`config.mk`:
```
export PLATFORM = sky130hd
export DESIGN_NAME = mips16_hazard_ctrl
export DESIGN_NICKNAME = d
export VERILOG_FILES = /design/src/rtl/mips16_hazard_pkg.sv /design/src/rtl/mips16_scoreboard.sv /design/src/rtl/mips16_hazard_ctrl.sv
export SDC_FILE = /design/constraint.sdc
export NUM_CORES = 1
export LEC_CHECK = 0
export ABC_AREA = 1
export BUFFER_PORTS_ARGS = -buffer_cell sky130_fd_sc_hd__buf_4
export CORE_MARGIN = 10
export CORE_UTILIZATION = 54
export DETAILED_ROUTE_END_ITERATION = 10
export PLACE_DENSITY = 0.88
export SLEW_MARGIN = 20
export SYNTH_ARGS = -nofsm -noshare
export SYNTH_HDL_FRONTEND = slang
export SYNTH_HIERARCHICAL = 1
export SYNTH_SLANG_ARGS = --single-unit
```
`constraint.sdc`:
```
create_clock -name clk -period 3.89 [get_ports clk]
set_input_delay 0.778 -clock clk [delete_from_list [all_inputs] [get_ports clk]]
set_output_delay 0.778 -clock clk [all_outputs]
set_load 0.005 [all_outputs]
```
`src/rtl/mips16_hazard_pkg.sv`:
```
// ============================================================================
// Module      : mips16_hazard_pkg
// Description : Shared types, constants and helpers for the MIPS16 hazard
//               controller and its scoreboard.
// Revision    : 1.0 - initial release
// ============================================================================
`default_nettype none

package mips16_hazard_pkg;

    localparam int SB_DEPTH  = 3;
    localparam int SB_DEST_W = 8;
    localparam int REG_ZERO  = 0;

    localparam int SB_EX  = 0;
    localparam int SB_MEM = 1;
    localparam int SB_WB  = 2;

    typedef enum logic [1:0] {
        FWD_REG = 2'b00,
        FWD_MEM = 2'b01,
        FWD_WB  = 2'b10,
        FWD_RET = 2'b11
    } fwd_sel_e;

    // dest is sized for the widest supported register file; narrower
    // indices are zero-extended on entry.
    typedef struct packed {
        logic                 valid;
        logic [SB_DEST_W-1:0] dest;
        logic                 is_load;
    } sb_entry_t;

    function automatic logic sb_match(sb_entry_t e, logic [SB_DEST_W-1:0] src, logic used);
        return used && e.valid && (src != SB_DEST_W'(REG_ZERO)) && (e.dest == src);
    endfunction

    function automatic fwd_sel_e fwd_pick(logic [SB_DEPTH-1:0] m);
        if (m[SB_EX])       return FWD_MEM;
        else if (m[SB_MEM]) return FWD_WB;
        else if (m[SB_WB])  return FWD_RET;
        else                return FWD_REG;
    endfunction

endpackage

`default_nettype wire

```
`src/rtl/mips16_scoreboard.sv`:
```
// ============================================================================
// Module      : mips16_scoreboard
// Description : Three-entry EX/MEM/WB destination scoreboard with per-source
//               match vectors and the EX load-use match.
// Revision    : 1.0 - initial release
// ============================================================================
`default_nettype none

module mips16_scoreboard
    import mips16_hazard_pkg::*;
#(
    parameter int REG_ADDR_W = 3
) (
    input  logic                  clk,
    input  logic                  rst,
    input  sb_entry_t             push,
    input  logic [REG_ADDR_W-1:0] src1,
    input  logic [REG_ADDR_W-1:0] src2,
    input  logic                  src1_used,
    input  logic                  src2_used,
    output logic [SB_DEPTH-1:0]   match1,
    output logic [SB_DEPTH-1:0]   match2,
    output logic                  load_match
);

    sb_entry_t r_sb [SB_DEPTH];

    // The pipeline never holds EX/MEM/WB, so the shift is unconditional.
    always_ff @(posedge clk or negedge rst) begin
        if (!rst) begin
            for (int i = 0; i < SB_DEPTH; i++) begin
                r_sb[i] <= '0;
            end
        end else begin
            r_sb[SB_EX] <= push;
            for (int i = 1; i < SB_DEPTH; i++) begin
                r_sb[i] <= r_sb[i-1];
            end
        end
    end

    genvar gi;
    generate
        for (gi = 0; gi < SB_DEPTH; gi++) begin : g_match
            assign match1[gi] = sb_match(r_sb[gi], SB_DEST_W'(src1), src1_used);
            assign match2[gi] = sb_match(r_sb[gi], SB_DEST_W'(src2), src2_used);
        end
    endgenerate

    assign load_match = (match1[SB_EX] | match2[SB_EX]) & r_sb[SB_EX].is_load;

endmodule

`default_nettype wire

```
`src/rtl/mips16_hazard_ctrl.sv`:
```
// ============================================================================
// Module      : mips16_hazard_ctrl
// Description : ID/EX hazard controller: stall/bubble/flush, EX forwarding
//               selects and stall-cycle counter. Define
//               MIPS16_HAZARD_FORWARDING_EN to enable the bypass network.
// Revision    : 1.0 - initial release
// ============================================================================
`default_nettype none

module mips16_hazard_ctrl
    import mips16_hazard_pkg::*;
#(
    parameter int REG_ADDR_W = 3,
    parameter int CNT_W      = 16
) (
    input  logic                  clk,
    input  logic                  rst,
    input  logic                  id_valid,
    input  logic [REG_ADDR_W-1:0] id_src1,
    input  logic [REG_ADDR_W-1:0] id_src2,
    input  logic                  id_src1_used,
    input  logic                  id_src2_used,
    input  logic [REG_ADDR_W-1:0] id_dest,
    input  logic                  id_writes,
    input  logic                  id_is_load,
    input  logic                  ex_branch_taken,
    output logic                  stall,
    output logic                  bubble,
    output logic                  flush,
    output logic [1:0]            fwd_a_sel,
    output logic [1:0]            fwd_b_sel,
    output logic [CNT_W-1:0]      hazard_cnt
);

    logic [SB_DEPTH-1:0] w_match1;
    logic [SB_DEPTH-1:0] w_match2;
    logic                w_load_match;
    logic                w_hazard;
    sb_entry_t           w_push;
    logic [CNT_W-1:0]    r_cnt;

    assign w_push.valid   = id_valid & id_writes & (id_dest != REG_ADDR_W'(REG_ZERO)) & ~bubble;
    assign w_push.dest    = SB_DEST_W'(id_dest);
    assign w_push.is_load = id_is_load;

    mips16_scoreboard #(
        .REG_ADDR_W (REG_ADDR_W)
    ) u_scoreboard (
        .clk        (clk),
        .rst        (rst),
        .push       (w_push),
        .src1       (id_src1),
        .src2       (id_src2),
        .src1_used  (id_src1_used),
        .src2_used  (id_src2_used),
        .match1     (w_match1),
        .match2     (w_match2),
        .load_match (w_load_match)
    );

`ifdef MIPS16_HAZARD_FORWARDING_EN
    fwd_sel_e r_fwd_a;
    fwd_sel_e r_fwd_b;

    assign w_hazard = w_load_match;

    always_ff @(posedge clk or negedge rst) begin
        if (!rst) begin
            r_fwd_a <= FWD_REG;
            r_fwd_b <= FWD_REG;
        end else if (bubble) begin
            r_fwd_a <= FWD_REG;
            r_fwd_b <= FWD_REG;
        end else begin
            r_fwd_a <= fwd_pick(w_match1);
            r_fwd_b <= fwd_pick(w_match2);
        end
    end

    assign fwd_a_sel = r_fwd_a;
    assign fwd_b_sel = r_fwd_b;
`else
    // load_match is a subset of the EX match, so OR-ing it in is redundant.
    assign w_hazard  = (|w_match1) | (|w_match2) | w_load_match;
    assign fwd_a_sel = FWD_REG;
    assign fwd_b_sel = FWD_REG;
`endif

    // A taken branch kills the ID instruction, so it must never stall.
    assign stall  = id_valid & w_hazard & ~ex_branch_taken;
    assign flush  = ex_branch_taken;
    assign bubble = stall | ex_branch_taken;

    always_ff @(posedge clk or negedge rst) begin
        if (!rst) begin
            r_cnt <= '0;
        end else if (stall && (r_cnt != {CNT_W{1'b1}})) begin
            r_cnt <= r_cnt + 1'b1;
        end
    end

    assign hazard_cnt = r_cnt;

endmodule

`default_nettype wire

```
==> impl_metrics.toml <==
[clock_tree]
clkTransAtPathRegs_ns = 0.08
clock_latency_ns = 0.31
clkSinkCount = 44
cts_resized = 0
cts_buffers = 5
cts_setup_buffers = 0
postCtsHoldBufs = 0
tritoncts = "yes"
clock_path_buffers = 2
cts-root-buf = "clkbuf_8"
cts_max_level = 2

[hold_path]
min_path_type = "reg -> reg"

[synth]
yosys.area_share.simple_pct = 36.8
synth_largest_area_cell = "dfrtp_1"
ys_seq_area_share_pct = 46.7
synth_top_family_by_area = "simple AND/OR/NAND/NOR gates"
synth_cell_types = 28
synth_compound_area_share_pct = 1.75
ys_top_cells_by_area = "dfrtp_1 47%, nand2_1 15%, nor2_1 5.3%, inv_1 4.1%, nand3_1 3.8%"
netlist_area_um2 = 2360
syn-instance-count = 296
ys_seq_elements = 44
syn_area_per_cell_um2 = 7.96
synth_mux_area_share_pct = 0
synth_warnings = 6
synth_xor_area_share_pct = 5.57
synth-adder-area-share_pct = 0.531
yosysTopAreaCellShare_pct = 46.7

[finish]
final_common_cell = "nand2_1"
n_antenna_cell = 0
layout_common_cells = "96 x nand2_1, 44 x dfrtp_1, 35 x buf_4"
syn_to_final_growth_pct = 17.0
drive_gt1_share_pct = 22.9
utilization_pct = 67.0
fin_nets = 357
fin_area_um2 = 2760

[sta]
finalCritPeriodShare_pct = 71.6
fmax_ghz = 0.359
finClkSkew_ns = 0.00538
relSlewSlack_pct = 63.1
final-setup-viol-count = 0
hold_ws_ns = 0.379
post-route-min-period_ns = 2.79
finalHoldViolCount = 0
timing.final.max_slew_violations = 0
rsz0062_at_grt = "no"
tightest_slew_ns = 0.553
setup_tns_ns = 0

[critical_path]
worstPathArrival_ns = 2.01
start_kind = "input pin"
crit_fanout = 4
end_kind = "output port"
path_class = "in -> out"
crit_required_ns = 3.11

[power_and_ir_drop]
p_clk_share_pct = 40.2
ir_worst_vdd_mv = 0.162
power_leakage_uw = 0.00139
p_int_uw = 690
switching_power_uw = 216
seqPwrFrac_pct = 53.1
swShare_pct = 23.8
power_density_nw_per_um2 = 328
pwr-share-comb_pct = 6.7
power_uw = 906

[floorplanning]
die_height_um = 86.1
start_util_pct = 57.3
fp.coreArea_um2 = 4120
pin_count = 40
rows = 23
die_x_um = 86.1
die_area_um2 = 7410

[global_routing]
busiest_layer = "met2"
grtUsageMet2_pct = 26.1
first_global_vias = 2056
grtUsageMet3_pct = 5.01
grt_max_degree = 45
grt_pass1_wl_mm = 8.76
grt.total_usage_pct = 14.3
grt_overflow = 0
antenna_found_initial = 0
grtUsageMet1_pct = 14.5

[placement]
portBuffers = 35
post_dp_cell_area_um2 = 2640
dpl.hpwl_mm = 3.72
place.gp.congestion = 0.884

[route]
vias_per_cell = 5.08
ant_nets = 0
num_vias = 1982
drt-total-wl_mm = 4.98
wl_per_cell_um = 12.8
drc = 0
drt_iter0_drc = 76
drt_pass1_iterations = 4

[run_status]
status = "complete, no violations"

[run]
drv_cap = 0
## sequential cells by signal, summed over array words and instances, names as in the netlist
signal and count:
u_scoreboard/r_sb 28, hazard_cnt 16
## metrics by stage
step | std cells | setup slack [ns]
2_1_floorplan | 304 | 1.50
3_3_place_gp | 382 | 1.15
3_5_place_dp | 382 | 1.13
4_1_cts | 390 | 1.10
5_1_grt | 390 | 0.835
6_report | 390 | 1.10
## Yosys cell counts
cell type	number
nand2_1	96
dfrtp_1	44
nor2_1	33
inv_1	26
nand3_1	18
nand2_2	14
inv_2	9
xor2_1	8
nand4_1	7
xnor2_1	7
buf_4	5
nor3_1	5
nor2_4	4
a21oi_2	2
nand3_4	2
nor2_2	2
nor4_1	2
o21ai_0	2
buf_12	1
buf_6	1
conb_1	1
ha_1	1
nand3_2	1
nand3b_1	1
nor3b_1	1
o2111ai_1	1
o21ai_1	1
or2_2	1
## power groups by stage
| stage | clock network (uW) | registers (uW) | logic, uW |
|---|---|---|---|
| after floorplan | 0 | 488 | 30.9 |
| after global placement | 0 | 490 | 59.6 |
| after detailed placement | 0 | 491 | 60.2 |
| after CTS | 372 | 482 | 60.6 |
| after global routing | 386 | 484 | 68.6 |
| final | 364 | 481 | 60.4 |
## cell type report
cell class / instances / area (um^2)
inverters: 35 / 131
multi-input cells: 218 / 1090
clock inverters: 3 / 46.3
fillers: 368 / 1360
well taps: 50 / 62.6
clock buffers: 5 / 68.8
flip-flops and latches: 44 / 1100
repair buffers: 35 / 263
## worst paths after layout
kind	from	end	slack [ns]	cells past startpoint
setup / recovery	id_src1[0]	bubble	1.10	10
hold / removal	u_scoreboard/r_sb[16]$_DFF_PN0_	u_scoreboard/r_sb[6]$_DFF_PN0_	0.38	0
setup reg to reg	u_scoreboard/r_sb[16]$_DFF_PN0_	hazard_cnt[15]$_DFFE_PN0P_	1.75	11
hold reg to reg	u_scoreboard/r_sb[16]$_DFF_PN0_	u_scoreboard/r_sb[6]$_DFF_PN0_	0.38	0
max in group asynchronous	rst	hazard_cnt[8]$_DFFE_PN0P_	3.06	1
min in group asynchronous	rst	u_scoreboard/r_sb[7]$_DFF_PN0_	0.45	1
## routing by layer
layer | vias up | share of wire, %
met5 | - | 0
met3 | 9 | 6.1
met4 | 0 | 1.7
met1 | 926 | 40
li1 | 995 | -
met2 | 52 | 53
## worst max-delay path: stages
cell and delay [ns]:
buf_4 0.13, xor2_1 0.15, nor2_1 0.13, nand3_1 0.09, nor2_1 0.14, nor2_1 0.06
nand2_1 0.07, nor2_1 0.05, o21ai_0 0.23, buf_4 0.17
## kinds of logic (layout without fill, tap and decap cells)
| kind of cell | Yosys count | count (layout) |
|---|---|---|
| AO/OA/AOI/OAI | 6 | 6 |
| XOR/XNOR | 15 | 15 |
| adder cells (fa/ha/maj) | 1 | 1 |
| buffers and inverters | 42 | 78 |
| flip-flops | 44 | 44 |
| other | 1 | 9 |
| AND/OR/NAND/NOR | 187 | 187 |
Power figures use the tool's default switching activity.
